**config.mk**
```make
export PLATFORM = sky130hd
export DESIGN_NAME = fu_issue_fifo_flat
export DESIGN_NICKNAME = d
export VERILOG_FILES = /design/src/rtl/fu_issue_fifo_pkg.sv /design/src/rtl/fu_issue_fifo_if.sv /design/src/rtl/issue_lane_compact.sv /design/src/rtl/fu_issue_fifo.sv /design/src/flat_wrapper.sv
export SDC_FILE = /design/constraint.sdc
export NUM_CORES = 1
export LEC_CHECK = 0
export ABC_AREA = 1
export CAP_MARGIN = 10
export CORE_ASPECT_RATIO = 0.75
export CORE_UTILIZATION = 50
export DETAILED_ROUTE_END_ITERATION = 8
export GPL_TIMING_DRIVEN = 0
export PLACE_DENSITY = 0.79
export SYNTH_ARGS = -nofsm -noshare
export SYNTH_HDL_FRONTEND = slang
export SYNTH_SLANG_ARGS = --single-unit
```
**constraint.sdc**
```tcl
create_clock -name clk -period 20.6 [get_ports clk]
set_input_delay 4.12 -clock clk [delete_from_list [all_inputs] [get_ports clk]]
set_output_delay 4.12 -clock clk [all_outputs]
set_load 0.01 [all_outputs]
```
**src/rtl/fu_issue_fifo_pkg.sv**
```systemverilog
// Shared issue-side types: RS issue packet, FU class select, per-FU stall packet.
// Also holds the issue width and FU buffer depth defaults.
package fu_issue_fifo_pkg;

    localparam int unsigned ISSUE_WIDTH   = 3;
    localparam int unsigned FU_FIFO_DEPTH = 8;
    localparam int unsigned PR_W          = 6;
    localparam int unsigned ROB_W         = 5;

    typedef enum logic [2:0] {
        ALU_1    = 3'd0,
        ALU_2    = 3'd1,
        ALU_3    = 3'd2,
        MULT_1   = 3'd3,
        MULT_2   = 3'd4,
        LOAD_1   = 3'd5,
        STORE_1  = 3'd6,
        BRANCH_1 = 3'd7
    } fu_select_e;

    typedef struct packed {
        logic             valid;
        fu_select_e       dec_fu_unit_sel;
        logic [PR_W-1:0]  src1_pr;
        logic [PR_W-1:0]  src2_pr;
        logic [PR_W-1:0]  dest_pr;
        logic [ROB_W-1:0] rob_tag;
    } rs_s_packet_t;

    // One stall bit per FU buffer, packed by the top level for the RS
    typedef struct packed {
        logic alu_1;
        logic alu_2;
        logic alu_3;
        logic mult_1;
        logic mult_2;
        logic load_1;
        logic store_1;
        logic branch_1;
    } fu_fifo_packet_t;

    function automatic logic lane_matches(input rs_s_packet_t pkt, input fu_select_e sel);
        return pkt.valid && (pkt.dec_fu_unit_sel == sel);
    endfunction

endpackage

```
**src/rtl/fu_issue_fifo_if.sv**
```systemverilog
// Issue-bundle / FU-side handshake bundle for one FU issue buffer.
interface fu_issue_fifo_if
    import fu_issue_fifo_pkg::*;
#(
    parameter int unsigned DEPTH   = FU_FIFO_DEPTH,
    parameter int unsigned ISSUE_W = ISSUE_WIDTH
);

    rs_s_packet_t [ISSUE_W-1:0]   rsb_issue_packets;
    logic                         squash;
    logic                         fu_ready;
    rs_s_packet_t                 fu_pkt;
    logic                         fu_valid;
    logic                         fifo_stall;
    logic [$clog2(DEPTH):0]       count;
    logic                         overflow_err;

    modport master (
        output rsb_issue_packets, squash, fu_ready,
        input  fu_pkt, fu_valid, fifo_stall, count, overflow_err
    );

    modport slave (
        input  rsb_issue_packets, squash, fu_ready,
        output fu_pkt, fu_valid, fifo_stall, count, overflow_err
    );

endinterface

```
**src/rtl/issue_lane_compact.sv**
```systemverilog
// Combinational lane compactor: per-lane write offset (exclusive prefix popcount)
// and total number of matching lanes.
module issue_lane_compact #(
    parameter int unsigned ISSUE_W = 3,
    parameter int unsigned OFF_W   = $clog2(ISSUE_W + 1)
) (
    input  logic [ISSUE_W-1:0]            lane_match,
    output logic [ISSUE_W-1:0][OFF_W-1:0] lane_off,
    output logic [OFF_W-1:0]              n_wr
);

    logic [OFF_W-1:0] acc;

    always_comb begin
        acc      = '0;
        lane_off = '0;
        for (int i = 0; i < ISSUE_W; i++) begin
            lane_off[i] = acc;
            acc         = acc + OFF_W'(lane_match[i]);
        end
        n_wr = acc;
    end

endmodule

```
**src/rtl/fu_issue_fifo.sv**
```systemverilog
// Per-FU issue buffer: captures matching lanes of the RS issue bundle in age
// order and presents them first-word-fall-through to the functional unit.
module fu_issue_fifo
    import fu_issue_fifo_pkg::*;
#(
    parameter fu_select_e  FU_SEL  = ALU_1,
    parameter int unsigned DEPTH   = FU_FIFO_DEPTH,
    parameter int unsigned ISSUE_W = ISSUE_WIDTH
) (
    input  logic           clk,
    input  logic           rst,
    fu_issue_fifo_if.slave bus
);

    localparam int unsigned PTR_W = $clog2(DEPTH);
    localparam int unsigned CNT_W = PTR_W + 1;
    localparam int unsigned OFF_W = $clog2(ISSUE_W + 1);
    localparam int unsigned SUM_W = CNT_W + 1;

    logic [ISSUE_W-1:0]            lane_match;
    logic [ISSUE_W-1:0][OFF_W-1:0] lane_off;
    logic [OFF_W-1:0]              n_wr;

    rs_s_packet_t     mem_q [DEPTH];
    rs_s_packet_t     mem_d [DEPTH];
    logic [PTR_W-1:0] head_q, head_d;
    logic [PTR_W-1:0] tail_q, tail_d;
    logic [CNT_W-1:0] count_q, count_d;
    logic             stall_q, stall_d;
    logic             ovf_q, ovf_d;

    logic             pop;
    logic             wr_ok;
    logic [SUM_W-1:0] occ_after;

    always_comb begin
        lane_match = '0;
        for (int i = 0; i < ISSUE_W; i++) begin
            lane_match[i] = lane_matches(bus.rsb_issue_packets[i], FU_SEL);
        end
    end

    issue_lane_compact #(
        .ISSUE_W (ISSUE_W),
        .OFF_W   (OFF_W)
    ) u_compact (
        .lane_match (lane_match),
        .lane_off   (lane_off),
        .n_wr       (n_wr)
    );

    // A same-cycle pop frees a slot before the capacity check; all-or-nothing write
    always_comb begin
        pop       = (count_q != '0) && bus.fu_ready;
        occ_after = SUM_W'(count_q) - SUM_W'(pop) + SUM_W'(n_wr);
        wr_ok     = (occ_after <= SUM_W'(DEPTH));

        mem_d   = mem_q;
        head_d  = head_q;
        tail_d  = tail_q;
        count_d = count_q;
        ovf_d   = ovf_q;

        if (bus.squash) begin
            head_d  = '0;
            tail_d  = '0;
            count_d = '0;
        end else begin
            if (pop) begin
                head_d = head_q + PTR_W'(1);
            end
            if (wr_ok) begin
                for (int i = 0; i < ISSUE_W; i++) begin
                    if (lane_match[i]) begin
                        mem_d[tail_q + PTR_W'(lane_off[i])] = bus.rsb_issue_packets[i];
                    end
                end
                tail_d  = tail_q + PTR_W'(n_wr);
                count_d = count_q - CNT_W'(pop) + CNT_W'(n_wr);
            end else begin
                count_d = count_q - CNT_W'(pop);
                ovf_d   = 1'b1;
            end
        end

        // Headroom of ISSUE_W covers the one-cycle lag seen by the RS
        stall_d = (count_d > CNT_W'(DEPTH - ISSUE_W));
    end

    always_ff @(posedge clk) begin
        if (rst) begin
            head_q  <= '0;
            tail_q  <= '0;
            count_q <= '0;
            stall_q <= 1'b0;
            ovf_q   <= 1'b0;
        end else begin
            head_q  <= head_d;
            tail_q  <= tail_d;
            count_q <= count_d;
            stall_q <= stall_d;
            ovf_q   <= ovf_d;
        end
    end

    // Entry storage needs no reset; validity is tracked by count
    always_ff @(posedge clk) begin
        mem_q <= mem_d;
    end

    assign bus.fu_pkt       = mem_q[head_q];
    assign bus.fu_valid     = (count_q != '0);
    assign bus.count        = count_q;
    assign bus.fifo_stall   = stall_q;
    assign bus.overflow_err = ovf_q;

endmodule

```
**src/flat_wrapper.sv**
```systemverilog
// flat-port wrapper written by rule: the top's interface ports become plain ports
module fu_issue_fifo_flat import fu_issue_fifo_pkg::*;
#(
    parameter fu_select_e  FU_SEL  = ALU_1,
    parameter int unsigned DEPTH   = FU_FIFO_DEPTH,
    parameter int unsigned ISSUE_W = ISSUE_WIDTH
)
  (clk, rst, bus_rsb_issue_packets, bus_squash, bus_fu_ready, bus_fu_pkt, bus_fu_valid, bus_fifo_stall, bus_count, bus_overflow_err);
  fu_issue_fifo_if #(.DEPTH(DEPTH), .ISSUE_W(ISSUE_W)) bus_i ();
  input  logic clk;
  input  logic rst;
  input wire logic [$bits(bus_i.rsb_issue_packets)-1:0] bus_rsb_issue_packets;
  input wire logic [$bits(bus_i.squash)-1:0] bus_squash;
  input wire logic [$bits(bus_i.fu_ready)-1:0] bus_fu_ready;
  output wire logic [$bits(bus_i.fu_pkt)-1:0] bus_fu_pkt;
  output wire logic [$bits(bus_i.fu_valid)-1:0] bus_fu_valid;
  output wire logic [$bits(bus_i.fifo_stall)-1:0] bus_fifo_stall;
  output wire logic [$bits(bus_i.count)-1:0] bus_count;
  output wire logic [$bits(bus_i.overflow_err)-1:0] bus_overflow_err;
  assign bus_i.rsb_issue_packets = bus_rsb_issue_packets;
  assign bus_i.squash = bus_squash;
  assign bus_i.fu_ready = bus_fu_ready;
  assign bus_fu_pkt = bus_i.fu_pkt;
  assign bus_fu_valid = bus_i.fu_valid;
  assign bus_fifo_stall = bus_i.fifo_stall;
  assign bus_count = bus_i.count;
  assign bus_overflow_err = bus_i.overflow_err;
  fu_issue_fifo #(.FU_SEL(FU_SEL), .DEPTH(DEPTH), .ISSUE_W(ISSUE_W)) u_core (.clk(clk), .rst(rst), .bus(bus_i));
endmodule
```
==> run_results.csv, run 1 <==
group,metric,value,unit
routing,detail_route.wl_per_cell,23.8,um
final_layout,multi_input_area,0.00830,mm2
yosys,synth_simple_gate_area_share,29.9,%
routing,detailroute.wirelength.met3,12600,um
sta,setup_ws,12.38,ns
sta,worst_pin_slew,1.15,ns
final_layout,post_layout_nonfiller_instances,3023,
setup_path,worst_path_required,16.48,ns
yosys,synth.yosys.seq_area_share,40.1,%
final_layout,post_route_cells_drive_above_1_share,8.87,%
setup_path,endpoint_type_of_the_worst_setup_path,"output port",
cts,clk_path_buf_depth,3,
routing,post_drt_via_cell_ratio,6.12,
sta,setup_viol,0,
setup_path,crit-reg2reg-capture,"u_core.mem_q[146]",
cts,cts_resized,0,
final_layout,antenna_cells,0,
yosys,synthDistinctLibCells,36,
sta,timing.final.crit_share,39.9,%
setup_path,crit_path_end,"bus_fu_pkt[0]",
placement,dp_worst_setup_slack,11.85,ns
sta,totalNegativeSetupSlack,0,ns
power_and_ir_drop,total_leakage_power,0.00901,uW
yosys,yosys.area_share.xor_xnor,0.418,%
sta,timing_hold_violations_final,0,
cts,hold_buffers,0,
sta,fmax,122,MHz
yosys,ys_warn_count,0,
yosys,synth-seq-cells,228,
die,die_x,213,um
yosys,post-synth-top-area-fraction,38.7,%
setup_path,crit_fanout,10,
grt,grt_usage,41.5,%
die,core_area,0.0327,mm2
sta,report.final.slew_viol_count,0,
cts,cts_buffers,27,
die,die-area,0.0343,mm2
die,placementRows,57,
routing,maxUsedRoutingLayer,"met4",
grt,antenna_found_initial,0,
die,floorplan.initialDensity,51.3,%
sta,grt_setup_unrepaired,"no",
routing,met2RoutedLength,28400,um
sta,timing.slew.headroom,23.3,%
final_layout,seq_area,0.00673,mm2
grt,grt_start_max_net_pins,35,
power_and_ir_drop,p_clk_share,16.8,%
routing,remaining_drc_errors,0,
run_status,run_status,"completed",
yosys,combinational_family_with_the_most_area_after_synthesis,"simple AND/OR/NAND/NOR gates",
setup_path,r2r_cells,18,
setup_path,critPathLaunch,"u_core.head_q[0]",
die,top_level_ports,119,
placement,buffer_ports.inserted,95,
yosys,dominantRegCellSynth,"edfxtp_1",
sta,post-route-min-period,8.22,ns
yosys,synth_cells,2428,
yosys,syn_nets,2532,
cts,clock_tree.root_cell,"clkbuf_16",
grt,grt_overflow_total,0,
power_and_ir_drop,worst_ir_drop_vdd,0.0000979,V
placement,dp.final_hpwl,49400,um
cts,cts.sink_count,228,
yosys,synthAdderAreaFrac,1.55,%
final_layout,layout-area-overhead-vs-synth,15.2,%
yosys,ys_async_sr_fraction,0,%
routing,routed_wirelength,72000,um
job,maxCapViolations,0,
routing,via_total_after_detailed_routing,18500,
power_and_ir_drop,netSwitchingPower,1200,uW
yosys,multiplexer_area_fraction_after_synthesis,0,%
setup_path,cp_launch_type,"flip-flop",
yosys,netlist_top_cells_area,"edfxtp_1 39%, nand2_1 21%, o21ai_0 8.7%, nor2_1 4.4%, inv_1 4.3%",
setup_path,worst-setup-path-type,"reg -> out",
grt,grt_pass1_wl,104000,um
setup_path,worst-r2r-setup-slack,16.14,ns
worst_hold_path,hold_class,"reg -> reg",
placement,gp_congestion,1.02,
placement,placement.cell_area,0.0184,mm2
yosys,synth_area_leader_cell,"edfxtp_1",
cts,cts_tree,"done",
yosys,synth_compound_area_share,17.6,%
yosys,synth.most_common_cell,"nand2_1",
die,die_height,161,um
cts,clk-insertion-delay-late,0.59,ns
cts,post_cts.repair.setup_buffers,0,
power_and_ir_drop,power.internal,1740,uW
placement,dp.cells,2973,
final_layout,fillerInstances,3066,
setup_path,worstPathArrival,4.10,ns
yosys,syn_avg_cell_area,6.90,um2
sta,skew,0.0190,ns
yosys,synth_area,0.0168,mm2
worst_hold_path,holdCritStartpoint,"u_core.bus.overflow_err",
final_layout,final_net_count,2664,
routing,drtIter0Drc,3145,
power_and_ir_drop,power_frac_comb,46.7,%
yosys,synth.cells.most_frequent,"959 x nand2_1, 290 x o21ai_0, 216 x edfxtp_1",
routing,m1_wl,27300,um
cts,clkTransAtPathRegs,0.06,ns
routing,drt_pre_antenna_iters,8,
power_and_ir_drop,power_density,152,mW/mm2
yosys,synth_enable_flop_cells,216,
grt,number_of_global_route_vias_before_repair,16400,
cts,htreeDepth,1,
sta,holdWs,0.457,ns
final_layout,finalInstanceArea,0.0193,mm2
power_and_ir_drop,seq_power_share,36.6,%
power_and_ir_drop,power.share.switching,40.9,%
routing,residual_antenna_violating_net_count_after_detailed_routing,0,
setup_path,r2r-start,"u_core.bus.count[2]",
## power by group through the flow
| stage | Clock (uW) | Sequential (uW) | Combinational (uW) |
|---|---|---|---|
| global placement | 0 | 1200 | 1070 |
| finish | 493 | 1080 | 1370 |
| global route | 503 | 1090 | 1510 |
| detailed placement | 0 | 1070 | 1330 |
| CTS | 488 | 1070 | 1340 |
| floorplan | 0 | 1190 | 863 |
## per-layer routing
| metal | GRT usage [%] | up-vias |
|---|---|---|
| met4 | 19.4 | 0 |
| met5 | 0 | - |
| met1 | 58.0 | 8354 |
| li1 | - | 8168 |
| met2 | 56.2 | 1709 |
| met3 | 15.3 | 268 |
## cell families after synthesis
family                     Yosys count
AOI/OAI and AO/OA                  529
xor gates and xnor gates             8
buffers and inverters              397
DFF                                228
adders and majority gates           19
and+or+nand+nor                   1247
## final cells by class
| type | count | share of cell area, % |
|---|---|---|
| sequential | 228 | 34.9 |
| clock buffer | 31 | 3.63 |
| buffer | 175 | 4.68 |
| clock inverter | 19 | 0.830 |
| inverter | 222 | 4.32 |
| timing repair buffer | 103 | 5.83 |
| multi-input combinational | 1803 | 43.0 |
| tap | 442 | 2.87 |
## cells in the final DEF, fill, tap and decap left out, types with 27 or more instances in the layout
cell and instances:
a21oi_1 41, a31oi_1 27, buf_2 65, clkbuf_1 78
clkbuf_16 27, clkdlybuf4s50_1 95, edfxtp_1 216, inv_1 190
inv_2 30, nand2_1 959, nand3_1 29, nor2_1 196
o211ai_1 92, o21ai_0 290, o21ai_1 53
## how the worst min path moves through the flow
stage          cells past startpoint  slack, ns                 endpoint
4_1_cts                            2       0.46  u_core.bus.overflow_err
2_1_floorplan                      2       0.47  u_core.bus.overflow_err
6_report                           2       0.46  u_core.bus.overflow_err
3_3_place_gp                       2       0.44  u_core.bus.overflow_err
3_5_place_dp                       2       0.45  u_core.bus.overflow_err
5_1_grt                            2       0.51  u_core.bus.overflow_err
## metrics by stage
step	power [uW]	utilization, %
after detailed placement	2400	56.5
after CTS	2890	59.1
after global placement	2270	55.9
final	2940	59.1
after floorplan	2060	-
after global routing	3110	59.1
## worst max-delay path, cell delays in order (launching register included)
cell and delay, ns:
dfxtp_1 0.60, clkbuf_1 0.55, clkbuf_1 0.92, nor2_1 0.11, nor2_1 0.13, o21ai_0 0.12
a31oi_1 0.47, clkdlybuf4s50_1 0.63
## flip-flops by register name, summed over array words and instances (netlist names)
register,count
u_core.bus.count,4
u_core.tail_q,3
u_core.head_q,3
u_core.mem_q,216
u_core.bus.fifo_stall,1
u_core.bus.overflow_err,1
No activity file was read; power rests on OpenSTA's default activity.
==> run 2, diff against run 1 <==
clock period = 7.7 ns   (was 20.6 ns; I/O delays follow)
==> run 2 against run 1 <==
  * Sequential cell count is the same
  * Non-clock buffer count shrank 1
  * Global-route usage shrank 0.44 points
  * Sequential power grew to 2.7 times the previous value
  * Utilization shrank 0.42 points
  * Clock skew shrank 0.0064 ns
  * Sequential share of layout area grew 0.25 points
  * First-iteration DRC count grew 10%
  * Largest power group unchanged
  * Final area shrank 0.71%
  * Clock power grew 140%
  * Combinational power grew to 2.7 times the previous value
  * Largest cell class unchanged
==> run_results.csv, run 2 (synthesized netlist as in run 1, its figures left out) <==
group,metric,value,unit
routing,drtIter0Drc,3463,
setup_path,r2r-start,"u_core.bus.count[3]",
sta,timing.slew.headroom,17.9,%
placement,gp_congestion,1.06,
die,die_x,213,um
setup_path,worst_path_required,7.96,ns
final_layout,largest_register_ff_count,216,
die,die-area,0.0343,mm2
cts,cts_buffers,26,
routing,remaining_drc_errors,0,
sta,grt_setup_unrepaired,"no",
placement,dp_worst_setup_slack,1.32,ns
worst_hold_path,hold_class,"reg -> reg",
cts,clkTransAtPathRegs,0.06,ns
job,maxCapViolations,0,
cts,htreeDepth,1,
die,die_height,161,um
placement,buffer_ports.inserted,95,
setup_path,timing.critical_path.slowest_cell_delay,0.69,ns
grt,antenna_found_initial,0,
cts,clock_tree.root_cell,"clkbuf_16",
setup_path,worst-setup-path-type,"in -> reg",
sta,report.final.slew_viol_count,0,
cts,cts.sink_count,228,
routing,residual_antenna_violating_net_count_after_detailed_routing,0,
cts,hold_buffers,0,
setup_path,worst-r2r-setup-slack,2.89,ns
grt,grt_start_max_net_pins,33,
routing,routed_wirelength,71900,um
cts,post_cts.repair.setup_buffers,0,
setup_path,crit_fanout,32,
setup_path,crit-reg2reg-capture,"u_core.mem_q[70]",
power_and_ir_drop,total_leakage_power,0.00894,uW
cts,clk_path_buf_depth,3,
routing,via_total_after_detailed_routing,18500,
sta,post-route-min-period,5.87,ns
grt,number_of_global_route_vias_before_repair,16600,
sta,worst_pin_slew,1.23,ns
sta,totalNegativeSetupSlack,0,ns
worst_hold_path,holdCritStartpoint,"u_core.bus.overflow_err",
sta,skew,0.0126,ns
placement,placement.cell_area,0.0184,mm2
sta,timing.final.crit_share,76.2,%
setup_path,endpoint_type_of_the_worst_setup_path,"flip-flop",
final_layout,finalInstanceArea,0.0192,mm2
final_layout,post_layout_nonfiller_instances,3017,
sta,fmax,170,MHz
die,placementRows,57,
routing,detail_route.wl_per_cell,23.8,um
placement,dp.cells,2972,
setup_path,critical-path-slowest-cell,"nor2_4",
setup_path,cp_launch_type,"input port",
grt,grt_overflow_total,0,
final_layout,final_net_count,2662,
grt,grt_usage,41.0,%
grt,grt_pass1_wl,103000,um
worst_hold_path,holdPathStages,2,
run_status,run_status,"completed",
die,floorplan.initialDensity,51.3,%
sta,setup_ws,1.83,ns
setup_path,r2r_cells,18,
final_layout,mostFrequentLayoutCell,"nand2_1",
final_layout,post_route_cells_drive_above_1_share,8.43,%
setup_path,critPathLaunch,"bus_rsb_issue_packets[26]",
die,top_level_ports,119,
final_layout,largest_register,"u_core.mem_q",
setup_path,worstPathArrival,6.12,ns
cts,cts_tree,"done",
die,core_area,0.0327,mm2
routing,post_drt_via_cell_ratio,6.15,
placement,dp.final_hpwl,48800,um
sta,setup_viol,0,
power_and_ir_drop,worst_ir_drop_vdd,0.000219,V
cts,clk-insertion-delay-late,0.57,ns
power_and_ir_drop,power_density,402,mW/mm2
final_layout,layout-area-overhead-vs-synth,14.4,%
routing,drt_pre_antenna_iters,7,
sta,timing_hold_violations_final,0,
final_layout,final_cell_mix,"959 x nand2_1, 290 x o21ai_0, 216 x edfxtp_1",
cts,cts_resized,0,
setup_path,worstPathCellList,"clkdlybuf4s50_1, nand2_2, nor2_4, ha_1, ha_1, inv_1, nand3_1, nand2_1, xor2_1, fa_1, nor2_1, nand2_1, nand3_1, nand2_1, nor2_4, buf_12, buf_12, buf_16, buf_12",
worst_hold_path,hold_path_end,"u_core.bus.overflow_err",
sta,holdWs,0.449,ns
## run 2: changes by cell type in the layout (fill, tap and decap cells not counted), sizes merged
cell / previous run / this run
bufinv: 2 / 0
clkbuf: 106 / 108
clkinv: 14 / 12
clkinvlp: 3 / 1
inv: 222 / 220
buf: 108 / 107
diode: 0 / 1
## run 2: cell type report
cell class	instances	area, um2
buffer	175	903
sequential	228	6730
clock buffer	33	698
clock inverter	11	51.3
inverter	222	833
fill	3080	13500
timing repair buffer	102	1100
multi-input combinational	1803	8300
antenna	1	2.50
tap	442	553
## run 2: routing by layer
metal	GRT usage, %	up-vias	wire [um]
li1	-	8165	-
met1	56.1	8352	26100
met2	56.8	1716	28600
met3	16.4	313	13300
met4	17.6	2	3870
met5	1.29	-	68
## run 2: metrics by stage
stage | utilization, % | total power [uW]
3_3_place_gp | 55.9 | 5900
2_1_floorplan | - | 5220
4_1_cts | 58.7 | 7560
3_5_place_dp | 56.4 | 6380
5_1_grt | 58.7 | 8140
6_report | 58.7 | 7700
## run 2: worst max path at each step
stage | end
after detailed placement | u_core.mem_q[204]
after floorplan | u_core.mem_q[0]
after CTS | u_core.mem_q[43]
after global routing | u_core.mem_q[97]
final | u_core.mem_q[70]
after global placement | u_core.mem_q[205]
## run 2: worst max-delay path: cells and delay by family
| kind | cells | cell delay, ns |
|---|---|---|
| and+or+nand+nor | 9 | 1.67 |
| buffers and inverters | 6 | 1.57 |
| adders and majority gates | 3 | 0.99 |
| xor gates and xnor gates | 1 | 0.27 |
## run 2: power by group
part           switching, uW  total (uW)  leakage (uW)  internal, uW
clock                    557        1190      0.000367           634
combinational           2290        3640       0.00640          1350
sequential               327        2870       0.00218          2540
total                   3170        7700       0.00894          4530
==> RTL change 1, RTL diff (settings of run 1) <==
Change the package constant `PR_W` from 6 to 3.
--- a/src/rtl/fu_issue_fifo_pkg.sv
+++ b/src/rtl/fu_issue_fifo_pkg.sv
@@ -4,7 +4,7 @@
 
     localparam int unsigned ISSUE_WIDTH   = 3;
     localparam int unsigned FU_FIFO_DEPTH = 8;
-    localparam int unsigned PR_W          = 6;
+    localparam int unsigned PR_W          = 3;
     localparam int unsigned ROB_W         = 5;
 
     typedef enum logic [2:0] {
Ports: changed (resized bus_fu_pkt and bus_rsb_issue_packets); port bits go from 119 to 83. The function was not compared with the original's and may differ.
==> RTL change 1 against run 1 <==
Setup slack worse by 0.13 ns; wire length shrank 46%; synthesized area is 31% lower; sequential cell count down 72; combinational power decreased by 31%; power decreased by 31%; design area down 31%.
==> RTL change 1: results (changes against run 1) <==
| Item | Value | Unit | Change |
|---|---|---|---|
| First drt pass iteration count | 6 | - | was 8 |
| Sw power | 836 | uW | was 1.20 mW |
| Post-detailed-placement half-perimeter wirelength | 30300 | um | was 49400 um |
| Vias in the first global route | 10600 | - | was 16400 |
| CTS max path bufs | 2 | - | was 3 |
| Number of DRC markers in iteration 0 | 1864 | - | was 3145 |
| Cell type of the slowest stage on the worst timing path | sky130_fd_sc_hd__nor2_4 | - | was sky130_fd_sc_hd__clkbuf_1 |
| Total global-route track usage | 33.5 | % | was 41.5% |
| CTS H-tree depth | 4 | - | was 1 |
| Final weighted congestion in routability-driven placement | 1.01 | - | was 1.02 |
| Count of flip-flops with a built-in enable after synthesis | 144 | - | was 216 |
| Number of buffers added on ports | 68 | - | was 95 |
| Leak | 6.30 | nW | was 9.01 nW |
| Area of placed instances | 12700 | um^2 | was 18400 um^2 |
| Max reg flops | 144 | - | was 216 |
| Number of nets at the end of the flow | 1855 | - | was 2664 |
| Total wire length after detailed routing | 38900 | um | was 72000 um |
| Leading post-synthesis cells by instance count | sky130_fd_sc_hd__nand2_1, sky130_fd_sc_hd__o21ai_0, sky130_fd_sc_hd__inv_1, sky130_fd_sc_hd__nor2_1, sky130_fd_sc_hd__edfxtp_1 | - | was sky130_fd_sc_hd__nand2_1, sky130_fd_sc_hd__o21ai_0, sky130_fd_sc_hd__edfxtp_1, sky130_fd_sc_hd__nor2_1, sky130_fd_sc_hd__inv_1 |
| Share of post-route cells with drive strength above 1 | 7.93 | % | was 8.87% |
| Worst skew pair latency | 0.45 | ns | was 0.59 ns |
| Setup slack, reg-to-reg | 16.08 | ns | was 16.14 ns |
| IR drop worst, VDD | 0.123 | mV | was 0.0979 mV |
| Yosys cell types | 37 | - | was 36 |
| Result of the run | finished clean | - | unchanged |
| Setup Skew | 0.0103 | ns | was 0.0190 ns |
| Share of synthesized area occupied by flip-flops and latches | 39.6 | % | was 40.1% |
| Critical path fanouts, max | 29 | - | was 10 |
| Most area-consuming cells after synthesis | sky130_fd_sc_hd__edfxtp_1, sky130_fd_sc_hd__nand2_1, sky130_fd_sc_hd__o21ai_0 | - | unchanged |
| Syn nets | 1763 | - | was 2532 |
| Maximum number of pins on one net before global-route repair | 30 | - | was 35 |
| Global-route wire length before repair | 59200 | um | was 104000 um |
==> RTL change 1: changes by cell type after synthesis, sizes merged, moves of 9 or more <==
cell | before | now
nand2 | 985 | 672
o21ai | 344 | 204
edfxtp | 216 | 144
o211ai | 92 | 42
nor2 | 213 | 170
buf | 100 | 58
inv | 220 | 178
clkbuf | 75 | 44
a21oi | 41 | 65
o22ai | 24 | 1
a31oi | 27 | 18
==> RTL change 1: cell families (layout without fill, tap and decap cells) <==
| logic type | count (synthesis) | in the layout | synth area share, % |
|---|---|---|---|
| xor+xnor | 7 | 7 | 0.532 |
| simple gates | 892 | 892 | 30.9 |
| buf+inv | 280 | 385 | 11.1 |
| flops | 156 | 156 | 39.6 |
| fa+ha+maj | 19 | 19 | 2.26 |
| compound gates | 332 | 332 | 15.6 |
==> RTL change 1: worst min-delay path, cell delays in order, from the launching register on <==
cell	delay [ns]
sky130_fd_sc_hd__dfxtp_1	0.35
sky130_fd_sc_hd__a21oi_1	0.05
sky130_fd_sc_hd__nor2_1	0.10
==> RTL change 1: stage by stage <==
step / hold slack, ns / instances / setup WS (ns)
detailed placement: 0.515 / 2053 / 11.80
global route: 0.563 / 2085 / 11.91
finish: 0.537 / 2085 / 12.25
CTS: 0.539 / 2085 / 12.27
floorplan: 0.503 / 1686 / 7.68
global placement: 0.461 / 2048 / 3.99
==> RTL change 1: power by group through the flow <==
stage / logic (mW) / registers, mW / clock network (mW)
4_1_cts: 0.932 / 0.725 / 0.344
2_1_floorplan: 0.599 / 0.770 / 0
3_3_place_gp: 0.832 / 0.835 / 0
5_1_grt: 1.06 / 0.744 / 0.355
3_5_place_dp: 0.926 / 0.727 / 0
6_report: 0.950 / 0.731 / 0.344
==> RTL change 1: worst max path at each step <==
stage	from	to	depth (start not counted)
3_5_place_dp	bus_rsb_issue_packets[17]	u_core.mem_q[141]	19
3_3_place_gp	bus_rsb_issue_packets[17]	u_core.mem_q[140]	15
2_1_floorplan	bus_rsb_issue_packets[32]	u_core.mem_q[0]	15
4_1_cts	bus_rsb_issue_packets[17]	u_core.mem_q[131]	19
5_1_grt	bus_rsb_issue_packets[14]	u_core.mem_q[132]	20
6_report	bus_rsb_issue_packets[14]	u_core.mem_q[131]	20
==> RTL change 1: layer usage <==
layer  routed length [um]  vias to the layer above  global-route usage [%]
met5                    0                        -                       0
met4                  828                        0                    9.40
met3                 6190                       68                    8.33
met2                15700                      901                    46.7
met1                16200                     5222                    50.7
li1                     -                     5603                       -
==> RTL change 1: final cells by class <==
type                            count  area, um^2  area share, %
Multi-Input combinational cell   1250        5690           42.8
Timing Repair Buffer               73         788           5.92
Inverter                          178         668           5.02
Buffer                            102         609           4.58
Clock inverter                     15         199           1.49
Clock buffer                       17         425           3.19
Tap cell                          294         368           2.76
Sequential cell                   156        4560           34.3
==> RTL change 2, RTL diff (settings of run 1) <==
Without the edit above. Make the reset (`rst`) asynchronous in one clocked block.
--- a/src/rtl/fu_issue_fifo.sv
+++ b/src/rtl/fu_issue_fifo.sv
@@ -87,7 +87,7 @@
         stall_d = (count_d > CNT_W'(DEPTH - ISSUE_W));
     end
 
-    always_ff @(posedge clk) begin
+    always_ff @(posedge clk or posedge rst) begin
         if (rst) begin
             head_q  <= '0;
             tail_q  <= '0;
Check against the original RTL: not equivalent (Yosys sat finds a counterexample within 4 cycles, from zero or initial values and one cycle with rst high; the reset may be asserted at any time).
==> RTL change 2 against run 1 <==
Sequential cell count unchanged; global-route usage down 3.9 points; design area up 0.87%; wire length down 7.1%; worst hold slack better by 0.020 ns; synthesized cell count up 3.1%; setup slack worse by 0.0020 ns; clock skew up 0.0078 ns; power down 0.85%; via count about the same; highest routed layer unchanged; clock power up 9.7%; critical path depth up 11; synthesized area up 1.2%.
==> RTL change 2: results (changes against run 1) <==
| Item | Value | Unit | Change |
|---|---|---|---|
| Result of the run | finished clean | - | unchanged |
| Worst-case reg-to-reg path depth | 17 | - | was 18 |
| Avg Cell Area, Syn | 6.77 | um^2 | was 6.90 um^2 |
| Multi-input combinational cell count | 1865 | - | was 1803 |
| Vias in the first global route | 16600 | - | was 16400 |
| Start of the worst register-to-register path | u_core.bus.count[2] | - | unchanged |
| Cts bufs inserted | 26 | - | was 27 |
| Design internal power | 1.72 | mW | was 1.74 mW |
| Share of async-settable or async-resettable flops after synthesis | 5.26 | % | was 0% |
| Number of nets at the end of the flow | 2731 | - | was 2664 |
| Setup slack after placement | 11.91 | ns | was 11.85 ns |
| Compound-cell area share of the yosys netlist | 16.1 | % | was 17.6% |
| Critical path capture point | u_core.mem_q[143] | - | was bus_fu_pkt[0] |
| Number of clock buffer instances in the layout | 29 | - | was 31 |
| Leading post-synthesis cells by instance count | sky130_fd_sc_hd__nand2_1, sky130_fd_sc_hd__o21ai_0, sky130_fd_sc_hd__inv_1, sky130_fd_sc_hd__nor2_1, sky130_fd_sc_hd__edfxtp_1 | - | was sky130_fd_sc_hd__nand2_1, sky130_fd_sc_hd__o21ai_0, sky130_fd_sc_hd__edfxtp_1, sky130_fd_sc_hd__nor2_1, sky130_fd_sc_hd__inv_1 |
| Number of logic inverters in the finished layout | 234 | - | was 222 |
| Post-detailed-placement half-perimeter wirelength | 46400 | um | was 49400 um |
| Number of DRC markers in iteration 0 | 3007 | - | was 3145 |
| Number of inserted filler cells in the final layout | 3150 | - | was 3066 |
| Area of placed instances | 18500 | um^2 | was 18400 um^2 |
| Clock-cell share | 4.94 | % | was 4.46% |
| Share of synthesized area occupied by flip-flops and latches | 40.0 | % | was 40.1% |
| Leak | 9.10 | nW | was 9.01 nW |
| Crit share post-route | 39.9 | % | about the same |
| Number of cells after detailed placement | 3049 | - | was 2973 |
| Post-Synth XOR/XNOR Area | 0.413 | % | was 0.418% |
| Area delta synth->final | 14.8 | % | was 15.2% |
| Buffer share of cell area | 9.99 | % | was 10.5% |
| Total wire length after detailed routing | 66900 | um | was 72000 um |
| Synthesized cell area | 17000 | um^2 | was 16800 um^2 |
| Launch instance of the worst min-delay path | u_core.bus.overflow_err | - | unchanged |
| Sequential share of power | 35.5 | % | was 36.6% |
| Maximum number of pins on one net before global-route repair | 118 | - | was 35 |
| Critical Path Source | bus_rsb_issue_packets[26] | - | was u_core.head_q[0] |
| Total global-route track usage | 37.6 | % | was 41.5% |
| Share of synthesized cell area in full adder, half adder and majority cells | 1.53 | % | was 1.55% |
| Most area-consuming cells after synthesis | sky130_fd_sc_hd__edfxtp_1, sky130_fd_sc_hd__nand2_1, sky130_fd_sc_hd__o21ai_0 | - | unchanged |
| Final non-filler cell total | 3097 | - | was 3023 |
| Signal buffers | 272 | - | was 278 |
| Arrival time worst endpoint | 8.43 | ns | was 4.10 ns |
| Worst skew pair latency | 0.57 | ns | was 0.59 ns |
| Worst stage delay on the critical path | 0.63 | ns | was 0.92 ns |
| Sequential portion of the cell area | 34.9 | % | about the same |
| Global-route wire length before repair | 98900 | um | was 104000 um |
## RTL change 2: cell types whose count changed in the layout (fill, tap and decap cells not counted), sizes merged, moves of 19 or more
cell and change:
buf -19, nor2 +23, o22ai -22, nand2 +66, o21ai -21, a21oi +39
o211ai -23
## RTL change 2: layer usage
metal / track usage [%] / up-vias / share of wire, %
met5: 0 / - / 0
met1: 51.3 / 8373 / 37
met2: 54.6 / 1581 / 40
met3: 11.3 / 251 / 17
met4: 17.8 / 0 / 5.4
li1: - / 8281 / -
## RTL change 2: worst min path at each step
stage / endpoint / slack (ns) / depth (start not counted)
after global placement: u_core.bus.overflow_err / 0.45 / 2
after global routing: u_core.bus.overflow_err / 0.52 / 2
after detailed placement: u_core.bus.overflow_err / 0.47 / 2
after CTS: u_core.bus.overflow_err / 0.49 / 2
final: u_core.bus.overflow_err / 0.48 / 2
after floorplan: u_core.bus.overflow_err / 0.50 / 2
